### src/rtl/conv_stream_rx.sv
// Receiver/checker for the conv core output frame stream: framing FSM, geometry checks, sticky errors, per-frame stats.
// Optional per-frame pixel checksum output enabled by defining CONV_RX_CHECKSUM_EN.
module conv_stream_rx #(
  parameter int DW    = 16,
  parameter int EXP_W = 30,
  parameter int EXP_H = 33,
  parameter int CW    = 12
) (
  input  logic          clk,
  input  logic          rst_n,
  input  logic [DW-1:0] pix_in,
  input  logic          valid_in,
  input  logic          frame_start_in,
  input  logic          line_start_in,
  input  logic          frame_end_in,
  input  logic          err_clr,
  output logic          frame_done,
  output logic [15:0]   frame_cnt,
  output logic [CW-1:0] lines_rcvd,
  output logic [CW-1:0] last_width,
  output logic [3:0]    err_flags,
  output logic          busy,
`ifdef CONV_RX_CHECKSUM_EN
  output logic [31:0]   checksum,
`endif
  output logic [1:0]    state_dbg
);

  // Stream contract: no backpressure. A beat is transferred on every rising
  // edge where valid_in=1; line_start_in/frame_end_in qualify that beat only.
  typedef enum logic [1:0] {S_IDLE = 2'd0, S_ARMED = 2'd1, S_IN_FRAME = 2'd2} state_t;

  localparam logic [CW-1:0] EXP_W_C = CW'(EXP_W);
  localparam logic [CW-1:0] EXP_H_C = CW'(EXP_H);

  state_t        state_q, state_d;
  logic [CW-1:0] pix_q, pix_d, line_q, line_d;
  logic [CW-1:0] lines_q, lines_d, lastw_q, lastw_d;
  logic [15:0]   frame_cnt_q, frame_cnt_d;
  logic [3:0]    err_q, err_d, new_err;
  logic          done_q, done_d;
  logic          in_frame, closing, beat_ok;
  logic [CW-1:0] beat_pix, beat_line;

  function automatic logic [CW-1:0] sat_inc(input logic [CW-1:0] v);
    return (v == '1) ? v : v + 1'b1;
  endfunction

  always_comb begin
    state_d     = state_q;
    pix_d       = pix_q;
    line_d      = line_q;
    lines_d     = lines_q;
    lastw_d     = lastw_q;
    frame_cnt_d = frame_cnt_q;
    done_d      = 1'b0;
    new_err     = '0;
    beat_ok     = 1'b0;
    beat_pix    = pix_q;
    beat_line   = line_q;
    in_frame    = (state_q != S_IDLE);
    closing     = valid_in && frame_end_in && in_frame;

    if (frame_start_in && in_frame && !closing) begin
      // Restart abandons the open frame; any beat in this cycle belongs to nothing.
      new_err[3] = 1'b1;
      state_d    = S_ARMED;
      pix_d      = '0;
      line_d     = '0;
    end else begin
      if (valid_in && !in_frame) begin
        new_err[2] = 1'b1;
      end else if (valid_in) begin
        beat_ok = 1'b1;
        if (state_q == S_ARMED) begin
          if (!line_start_in) new_err[0] = 1'b1;
          beat_line = {{(CW-1){1'b0}}, 1'b1};
          beat_pix  = {{(CW-1){1'b0}}, 1'b1};
        end else if (line_start_in) begin
          if (pix_q != EXP_W_C) new_err[0] = 1'b1;
          beat_line = sat_inc(line_q);
          beat_pix  = {{(CW-1){1'b0}}, 1'b1};
        end else begin
          beat_pix  = sat_inc(pix_q);
        end
        pix_d   = beat_pix;
        line_d  = beat_line;
        state_d = S_IN_FRAME;
        if (frame_end_in) begin
          if (beat_pix != EXP_W_C)  new_err[0] = 1'b1;
          if (beat_line != EXP_H_C) new_err[1] = 1'b1;
          lines_d     = beat_line;
          lastw_d     = beat_pix;
          done_d      = 1'b1;
          frame_cnt_d = frame_cnt_q + 16'd1;
          state_d     = S_IDLE;
        end
      end
      // A start coinciding with a closing beat simply re-arms after the close.
      if (frame_start_in) begin
        state_d = S_ARMED;
        pix_d   = '0;
        line_d  = '0;
      end
    end

    err_d = (err_clr ? 4'b0000 : err_q) | new_err;
  end

  always_ff @(posedge clk or negedge rst_n) begin
    if (!rst_n) begin
      state_q     <= S_IDLE;
      pix_q       <= '0;
      line_q      <= '0;
      lines_q     <= '0;
      lastw_q     <= '0;
      frame_cnt_q <= '0;
      err_q       <= '0;
      done_q      <= 1'b0;
    end else begin
      state_q     <= state_d;
      pix_q       <= pix_d;
      line_q      <= line_d;
      lines_q     <= lines_d;
      lastw_q     <= lastw_d;
      frame_cnt_q <= frame_cnt_d;
      err_q       <= err_d;
      done_q      <= done_d;
    end
  end

`ifdef CONV_RX_CHECKSUM_EN
  logic [31:0] acc_q, acc_d, chk_q, chk_d;

  always_comb begin
    acc_d = acc_q;
    chk_d = chk_q;
    if (beat_ok) acc_d = acc_q + 32'(pix_in);
    if (closing) chk_d = acc_d;
    if (frame_start_in) acc_d = '0;
  end

  always_ff @(posedge clk or negedge rst_n) begin
    if (!rst_n) begin
      acc_q <= '0;
      chk_q <= '0;
    end else begin
      acc_q <= acc_d;
      chk_q <= chk_d;
    end
  end

  assign checksum = chk_q;
`else
  logic unused_pix;
  assign unused_pix = ^{pix_in, beat_ok};
`endif

  assign frame_done = done_q;
  assign frame_cnt  = frame_cnt_q;
  assign lines_rcvd = lines_q;
  assign last_width = lastw_q;
  assign err_flags  = err_q;
  assign busy       = (state_q != S_IDLE);
  assign state_dbg  = state_q;

endmodule

### config.mk
export PLATFORM = sky130hd
export DESIGN_NAME = conv_stream_rx
export DESIGN_NICKNAME = d
export VERILOG_FILES = /design/src/rtl/conv_stream_rx.sv
export SDC_FILE = /design/constraint.sdc
export NUM_CORES = 1
export LEC_CHECK = 0
export CORE_MARGIN = 1
export CORE_UTILIZATION = 25
export DETAILED_ROUTE_END_ITERATION = 8
export PLACE_DENSITY = 0.56
export SYNTH_ARGS = -nofsm -noshare
export SYNTH_HDL_FRONTEND = slang
export SYNTH_SLANG_ARGS = --single-unit
export TNS_END_PERCENT = 10
### constraint.sdc
create_clock -name clk -period 1.8 [get_ports clk]
set_input_delay 0.27 -clock clk [delete_from_list [all_inputs] [get_ports clk]]
set_output_delay 0.27 -clock clk [all_outputs]
set_load 0.01 [all_outputs]
# ---- Word-level counts from Yosys, hierarchy flattened
# Cells that the tools add are included.
dict set report word_totals {
  reg_bits 71
  latch_bits 0
  mem_bits_rw 0
  rom_bits 0
  output_inout_bits 48
  elab_cells 74
  n_memories 0
}
dict set report op_classes {
  addsub 3
  n_mul 0
  div 0
  order_cmp 0
  eq_ne 7
  n_shift 0
  muxes 42
  bitwise_logic 3
  n_reduce_logical 11
}
# cell count
set op_table {}
lappend op_table {{2-to-1 mux 12 bit} 20}
lappend op_table {{adder 12 x 1 -> 12 bit (second input constant)} 2}
lappend op_table {{== test 12 bit (second input constant)} 2}
lappend op_table {{!= test 12 x 5 -> 1 bit (second input constant)} 2}
lappend op_table {{adder 16 x 1 -> 16 bit (second input constant)} 1}
lappend op_table {{2-to-1 mux 2 bit} 8}
lappend op_table {{2-to-1 mux 1 bit} 12}
lappend op_table {{!= test 12 x 6 -> 1 bit (second input constant)} 1}
lappend op_table {{logical AND 1 bit} 5}
lappend op_table {{2-to-1 mux 4 bit} 1}
lappend op_table {{bitwise OR 4 bit} 1}
lappend op_table {{AND reduction 4 bit} 1}
lappend op_table {{2-to-1 mux 3 bit} 1}
lappend op_table {{!= test 3 bit (second input constant)} 1}
lappend op_table {{nonzero test 3 bit} 1}
lappend op_table {{== test 2 x 1 -> 1 bit (second input constant)} 1}
lappend op_table {{zero test 1 bit} 2}
lappend op_table {{inverter 1 bit} 2}
lappend op_table {{AND reduction 2 bit} 1}
lappend op_table {{nonzero test 2 bit} 1}

# ---- Longest topological paths before layout
# Gate-level depths: netlist of the first run.
dict set report logic_depth {
  depth_word 14
  ltp_mapped 10
  mapped_depth_nobuf 9
}

# ---- Least setup slack after synthesis of the first run
# Ideal clock, no wire load.
dict set report synth_timing {
  path_kind {flip-flop to flip-flop}
  startpoint {register line_q[1]}
  endpoint {register err_q[1], in the netlist err_flags[1]}
  setup_time_ns 0.132
  t_arrival_ns 1.762
  required_ns 1.668
  slack_ns -0.094
  stages_incl_launch_ff 9
  path_buffers 1
  path_cell_list {dfrtp_1 -> ha_1 -> and3_1 -> buf_2 -> nand4_1 -> mux2i_1 -> nor2_1 -> nor4b_1 -> a31oi_1}
}
dict set report synth_between {
  elab_chain_cells 14
  elab_cells_between_ends 15
  cone_classes {add/sub: 1; eq/ne: 2; mux: 11; bitwise: 1}
}
# item line
set synth_rtl {}
lappend synth_rtl {{start: declaration} 37} ;# logic [CW-1:0] pix_q, pix_d, line_q, line_d;
lappend synth_rtl {{start signal: assignment} 123} ;# line_q <= line_d;
lappend synth_rtl {{adder 12 x 1 -> 12 bit / == test 12 bit (equally long branches)} 46} ;# return (v == '1) ? v : v + 1'b1;
lappend synth_rtl {{2-to-1 mux 12 bit} 46}
lappend synth_rtl {{2-to-1 mux 12 bit (*)} 79} ;# end else if (line_start_in) begin
lappend synth_rtl {{2-to-1 mux 12 bit (*)} 75} ;# if (state_q == S_ARMED) begin
lappend synth_rtl {{2-to-1 mux 12 bit (*)} 73} ;# end else if (valid_in) begin
lappend synth_rtl {{2-to-1 mux 12 bit (*)} 71} ;# if (valid_in && !in_frame) begin
lappend synth_rtl {{2-to-1 mux 12 bit (*)} 64} ;# if (frame_start_in && in_frame && !closing) begin
lappend synth_rtl {{!= test 12 x 6 -> 1 bit (*)} 91} ;# if (beat_line != EXP_H_C) new_err[1] = 1'b1;
lappend synth_rtl {{2-to-1 mux 1 bit (*)} 91}
lappend synth_rtl {{2-to-1 mux 2 bit (*)} 89} ;# if (frame_end_in) begin
lappend synth_rtl {{2-to-1 mux 2 bit (*)} 73}
lappend synth_rtl {{2-to-1 mux 2 bit (*)} 71}
lappend synth_rtl {{2-to-1 mux 3 bit (*)} 64}
lappend synth_rtl {{bitwise OR 4 bit (*)} 107} ;# err_d = (err_clr ? 4'b0000 : err_q) | new_err;
lappend synth_rtl {{net err_d[1]} 40} ;# logic [3:0] err_q, err_d, new_err;
lappend synth_rtl {{end signal: assignment} 127} ;# err_q <= err_d;
lappend synth_rtl {{end: declaration} 40}
# Mark *: on every way through the listed nets, which the timed path passes. The rest lies on a longest branch. The select of a mux whose other input is x is not followed.
# A chain may end at the register's enable or synchronous reset.

# ---- Worst setup path after layout of the first run
dict set report layout_timing {
  startpoint {register pix_q[3]}
  endpoint {register err_q[0], in the netlist err_flags[0]}
}
dict set report layout_between {
  elab_chain_cells 14
  elab_cells_between_ends 19
  cone_classes {add/sub: 1; eq/ne: 3; mux: 14; bitwise: 1}
}
# item line
set layout_rtl {}
lappend layout_rtl {{start: declaration} 37}
lappend layout_rtl {{start signal: assignment} 122} ;# pix_q <= pix_d;
lappend layout_rtl {{adder 12 x 1 -> 12 bit / == test 12 bit (equally long branches)} 46}
lappend layout_rtl {{2-to-1 mux 12 bit} 46}
lappend layout_rtl {{2-to-1 mux 12 bit} 79}
lappend layout_rtl {{2-to-1 mux 12 bit} 75}
lappend layout_rtl {{2-to-1 mux 12 bit} 73}
lappend layout_rtl {{2-to-1 mux 12 bit} 71}
lappend layout_rtl {{2-to-1 mux 12 bit} 64}
lappend layout_rtl {{!= test 12 x 5 -> 1 bit} 90} ;# if (beat_pix != EXP_W_C) new_err[0] = 1'b1;
lappend layout_rtl {{2-to-1 mux 1 bit} 90}
lappend layout_rtl {{2-to-1 mux 2 bit (*)} 89}
lappend layout_rtl {{2-to-1 mux 2 bit (*)} 73}
lappend layout_rtl {{2-to-1 mux 2 bit (*)} 71}
lappend layout_rtl {{2-to-1 mux 3 bit (*)} 64}
lappend layout_rtl {{bitwise OR 4 bit (*)} 107}
lappend layout_rtl {{net err_d[0]} 40}
# Marks and branches as above.

==> results.json, run 1 <==
{
  "vias": 3523,
  "min_path_type": "in2async",
  "ys_async_sr_fraction_pct": 100,
  "drt_pass1_iterations": 4,
  "die_y_um": 124,
  "h-tree-depth": 3,
  "ios": 71,
  "die-area_um2": 15300,
  "antennaDiodeCount": 0,
  "dp_hpwl_mm": 7.85,
  "wirelength_mm": 10.9,
  "setup_viol": 0,
  "period_minus_slack_ns": 1.79,
  "clock-root-buffer": "clkbuf_16",
  "area_delta_synth_final_pct": 50.4,
  "gp_congestion": 0.865,
  "drive_gt1_share_pct": 27.8,
  "reg2reg_slack_ns": 0.008,
  "antenna_left": 0,
  "placed_cell_area_um2": 4990,
  "syn_area_per_cell_um2": 9.05,
  "synth_cell_types": 56,
  "track_usage_pct": 14.8,
  "synth_fp_nets": 437,
  "r2r_cells": 8,
  "whs_ns": 0.396,
  "cp_data_arrival_time_ns": 2.01,
  "wire_per_inst_um": 15.0,
  "outcome": "completed",
  "ir_drop_uv": 452,
  "finalHoldViolations": 0,
  "synth_edf_count": 0,
  "core-area_um2": 14500,
  "nets": 565,
  "crit_type": "reg2reg",
  "maxClockFrequency_mhz": 558,
  "cts_max_path_buffers": 2,
  "grt_max_degree": 37,
  "cp-start-kind": "register",
  "ys_ff_latch": 71,
  "skew_ns": 0.00701,
  "initial_core_util_pct": 25.6,
  "vias_per_cell": 4.85,
  "clkSlewWorstSetupHoldPaths_ns": 0.06,
  "final_cell_mix": "buf_4, nand2_1, dfrtp_1",
  "num_rows": 44,
  "synthFlopType": "dfrtp_1",
  "worst-path-max-fanout": 7,
  "layout_commonest_cell": "buf_4",
  "worstSkewPairLatency_ns": 0.34,
  "tritoncts": "built",
  "drv_slew": 0,
  "final_cell_area_um2": 5580,
  "max-cap-violations": 0,
  "fin_util_pct": 38.5,
  "cellLeakagePower_nw": 2.40,
  "worstReg2RegEnd": "err_flags[0]",
  "drt_iter0_drc": 184,
  "syn-instance-count": 410,
  "post-route-period-util_pct": 99.5,
  "critPathCaptureType": "register",
  "drcViolationCount": 0,
  "r2r-start": "pix_q[3]",
  "maxSlewHeadroom_pct": 71.0,
  "setup_tns_ns": 0,
  "io_buffers": 54,
  "yosysSeqAreaShare_pct": 47.9,
  "syn-cell-area_um2": 3710,
  "grt_pass1_vias": 3378,
  "crit_required_ns": 2.02,
  "cts_buffers": 9,
  "antenna_found_initial": 0,
  "power_density_nw_per_um2": 781,
  "rsz0062_at_grt": "true",
  "grt.overflow.total": 0,
  "die_w_um": 124,
  "yosys_warnings": 0,
  "grt_pass1_wl_mm": 17.2,
  "clkSinkCount": 71,
  "max_slew.worst_pin.slew_ns": 0.435
}
-- worst max-delay path, stage by stage, from the launching register on --
cell,delay (ns)
dfrtp_1,0.40
buf_4,0.18
and4_4,0.24
nand4_1,0.18
nand2_1,0.13
o211ai_1,0.09
buf_4,0.17
nor3_1,0.18
a31oi_1,0.10
-- per-stage QoR --
step                      setup slack (ns)  cells  total power, mW
after detailed placement            -0.274    703             2.43
after CTS                          -0.0148    722             4.40
after global routing               -0.0667    727             4.55
after floorplan                   -0.00189    410             2.06
final                              0.00838    727             4.36
after global placement              -0.232    703             2.42
-- synthesized netlist by cell type, types with 8 or more instances --
cell      instances  area, µm²
dfrtp_1          71       1780
o21ai_0          14       70.1
a31oi_1           8       50.1
xor2_1            8       70.1
nand2_1          83        312
nor2_1           31        116
a21oi_1          28        140
nand3_1          20        100
xnor2_1          14        123
nor3_1           13       65.1
clkbuf_1         12       45.0
nand4_1           9       56.3
-- cell type report --
class | instances | area [µm²]
Clock buffer | 9 | 225
Clock inverter | 7 | 97.6
Fill cell | 1453 | 8900
Inverter | 8 | 31.3
Multi-Input combinational cell | 308 | 2010
Sequential cell | 71 | 1790
Tap cell | 184 | 230
Timing Repair Buffer | 140 | 1200
-- flip-flops by register name, indices dropped and copies added (netlist names) --
register    cells
state_dbg       2
lines_rcvd     12
frame_done      1
err_flags       4
pix_q          12
line_q         12
frame_cnt      16
last_width     12
-- logic make-up after synthesis --
kind of cell    Yosys count  synth area share (%)
compound gates           84                  14.8
xor+xnor                 22                  5.20
fa+ha+maj                 4                  1.35
buf+inv                  31                  3.51
flops                    71                  47.9
mux                       6                  1.65
simple gates            192                  25.6
-- layer usage --
metal  global-route usage (%)  vias up  wire, µm
li1                         -     1713         -
met1                     20.1     1707      5180
met2                     22.6       91      5010
met3                     3.98       12       559
met4                     5.27        0       151
met5                        0        -         0
-- worst max path at each step --
stage	start	endpoint	depth (start not counted)
6_report	pix_q[3]	err_flags[0]	8
4_1_cts	state_dbg[0]	busy	3
3_3_place_gp	line_start_in	err_flags[1]	6
5_1_grt	pix_q[0]	err_flags[0]	7
3_5_place_dp	line_start_in	err_flags[1]	6
2_1_floorplan	state_dbg[1]	frame_cnt[11]	10
-- report_power, final --
group          internal (mW)  total [mW]  switching (mW)
logic                  0.318       0.623           0.305
registers               1.68        1.79           0.116
clock network           1.21        1.94           0.723
total                   3.21        4.36            1.14
-- what timing repair did --
action	CTS	global route
setup endpoints to repair	13	30
resized for setup	8	42
pin swaps	3	13
buffers inserted	2	5
cloned	0	0
hold buffers	1	0
endpoints found under the hold margin	16	0
No activity file was read; power rests on OpenSTA's default activity.
==> inputs of run 2 (changes only) <==
--- a/config.mk
+++ b/config.mk
@@ -5,7 +5,6 @@
 export SDC_FILE = /design/constraint.sdc
 export NUM_CORES = 1
 export LEC_CHECK = 0
-export CORE_MARGIN = 1
 export CORE_UTILIZATION = 25
 export DETAILED_ROUTE_END_ITERATION = 8
 export PLACE_DENSITY = 0.56
==> results of run 2 <==
The final DEF is identical to that of run 1; final timing and power are the same.
==> inputs of run 3 (changes only) <==
==> constraint.sdc (replaced) <==
create_clock -name clk -period 1.48 [get_ports clk]
set_input_delay 0.222 -clock clk [delete_from_list [all_inputs] [get_ports clk]]
set_output_delay 0.222 -clock clk [all_outputs]
set_load 0.01 [all_outputs]
==> run 3 against run 2 <==
Against the previous run:
- the run now ends with negative setup slack left
- fmax is 2.3% higher
- core utilization is 4.0 points higher
- cell count is 5.4% higher
- combinational power is 32% higher
- worst hold slack better by 0.050 ns
- sequential power is 21% higher
- first-iteration DRC count is 27% lower
- clock power is 16% higher
- final area is 10% higher
- wire length is 7.6% higher
- largest power group unchanged
==> results.json, run 3 (synthesis gave the netlist of run 1 again) <==
{
  "h-tree-depth": 3,
  "layout_commonest_cell": "buf_4",
  "clkSlewWorstSetupHoldPaths_ns": 0.06,
  "vias": 3673,
  "grt_pass1_wl_mm": 19.1,
  "die-area_um2": 15300,
  "io_buffers": 54,
  "initial_core_util_pct": 25.6,
  "post-route-period-util_pct": 118,
  "setup_viol": 46,
  "critPathBufInv": 3,
  "gp_congestion": 0.904,
  "wire_per_inst_um": 15.3,
  "dp_hpwl_mm": 8.07,
  "reg2reg_slack_ns": -0.27,
  "cellLeakagePower_nw": 3.03,
  "finalHoldViolations": 0,
  "die_w_um": 124,
  "drt_iter0_drc": 134,
  "path_delay_family": "simple AND/OR/NAND/NOR gates",
  "outcome": "finished, violations left",
  "grt.overflow.total": 0,
  "track_usage_pct": 16.3,
  "maxSlewHeadroom_pct": 74.1,
  "fillers": 1416,
  "drive_gt1_share_pct": 40.0,
  "p_int_mw": 3.81,
  "clkSinkCount": 71,
  "rsz0062_at_grt": "true",
  "cts_max_path_buffers": 2,
  "path_cells": "buf_6 -> buf_6 -> nand3_4 -> buf_6 -> nor3_2 -> nand2_1 -> mux2i_2 -> or3_1 -> a21oi_2",
  "switchingPower_mw": 1.44,
  "r2r_cells": 9,
  "crit_slowest_cell": "dfrtp_2",
  "ios": 71,
  "period_minus_slack_ns": 1.75,
  "antenna_found_initial": 0,
  "drt_pass1_iterations": 4,
  "critPathMostFrequentCell": "buf_6",
  "maxClockFrequency_mhz": 571,
  "min_path_type": "in2async",
  "grt_pass1_vias": 3826,
  "final_cell_count_no_fill": 766,
  "power_frac_clock_pct": 42.9,
  "fin_util_pct": 42.6,
  "cts_buffers": 9,
  "switching_share_pct": 27.4,
  "max_stage_delay_ns": 0.43,
  "worst_slack_ns": -0.271,
  "area_delta_synth_final_pct": 66.1,
  "combPwrFrac_pct": 15.6,
  "crit_type": "reg2reg",
  "vias_per_cell": 4.80,
  "worstReg2RegEnd": "pix_q[9]",
  "ir_drop_uv": 517,
  "max-cap-violations": 0,
  "core-area_um2": 14500,
  "crit_required_ns": 1.75,
  "num_rows": 44,
  "clock-root-buffer": "clkbuf_16",
  "r2r-start": "pix_q[1]",
  "violations": "negative setup slack",
  "tritoncts": "built",
  "antenna_left": 0,
  "cp_data_arrival_time_ns": 2.02,
  "nets": 604,
  "final_cell_mix": "buf_4, nand2_1, dfrtp_1",
  "max_slew.worst_pin.slew_ns": 0.387,
  "seqPwrFrac_pct": 41.5,
  "wirelength_mm": 11.7,
  "die_y_um": 124,
  "largest_reg_flops": 16,
  "placed_cells": 733,
  "skew_ns": 0.00650,
  "worstSkewPairLatency_ns": 0.34,
  "drcViolationCount": 0,
  "power_density_nw_per_um2": 851,
  "fin_total_pwr_mw": 5.24,
  "critPathCaptureType": "register",
  "drv_slew": 0,
  "worst-path-max-fanout": 4,
  "cp-start-kind": "register",
  "antennaDiodeCount": 0,
  "grt_max_degree": 72
}
## run 3: layout make-up
type	instances	area, µm²	share of cell area [%]
timing repair buffer	179	1580	25.6
inverter	8	37.5	0.609
multi-input combinational	308	2210	35.9
tap	184	230	3.74
sequential	71	1790	29.1
clock inverter	6	68.8	1.12
clock buffer	10	239	3.88
## run 3: routing by layer
metal	part of all wire, %	vias up	track usage (%)
met2	51	73	29.4
met5	0	-	0
met3	3.2	13	4.58
met1	45	1796	19.0
met4	0.82	0	3.92
li1	-	1791	-
## run 3: how the worst max path moves through the flow
stage                        startpoint      endpoint  slack (ns)  depth (start not counted)
after global routing           pix_q[1]     pix_q[11]       -0.38                          9
after floorplan               line_q[1]  err_flags[1]       -0.28                          8
after global placement    line_start_in  err_flags[1]       -0.46                          8
after detailed placement  line_start_in  err_flags[1]       -0.49                          6
final                          pix_q[1]      pix_q[9]       -0.27                          9
after CTS                      pix_q[0]     pix_q[10]       -0.28                          8
## run 3: worst register-to-register path, delay by kind of cell, from the launching register on
kind,cells,cell delay [ns]
multiplexers,1,0.17
flip-flops,1,0.43
buffers and inverters,3,0.35
AND/OR/NAND/NOR,4,0.59
AO/OA/AOI/OAI,1,0.13
## run 3: through the flow
stage | setup WS [ns] | cell area [µm²] | setup TNS (ns) | hold WS (ns)
after floorplan | -0.280 | 3770 | -3.72 | -0.0736
after CTS | -0.281 | 5940 | -5.66 | 0.457
after global routing | -0.379 | 6160 | -10.01 | 0.484
after global placement | -0.456 | 5260 | -16.90 | 0.289
after detailed placement | -0.487 | 5260 | -17.71 | 0.289
final | -0.271 | 6160 | -5.40 | 0.446
## run 3: power by group through the flow
stage | combinational [mW] | clock, mW | sequential [mW]
6_report | 0.820 | 2.25 | 2.17
2_1_floorplan | 0.276 | 0 | 2.24
4_1_cts | 0.802 | 2.31 | 2.17
3_3_place_gp | 0.792 | 0 | 2.20
3_5_place_dp | 0.797 | 0 | 2.21
5_1_grt | 0.909 | 2.40 | 2.19
## run 3: repair_timing
action | CTS | global route
setup buffers | 15 | 2
endpoints found under the hold margin | 71 | 0
hold buffers | 1 | 0
resized for setup | 111 | 57
endpoints found under the setup margin | 87 | 76
pin swaps | 34 | 25
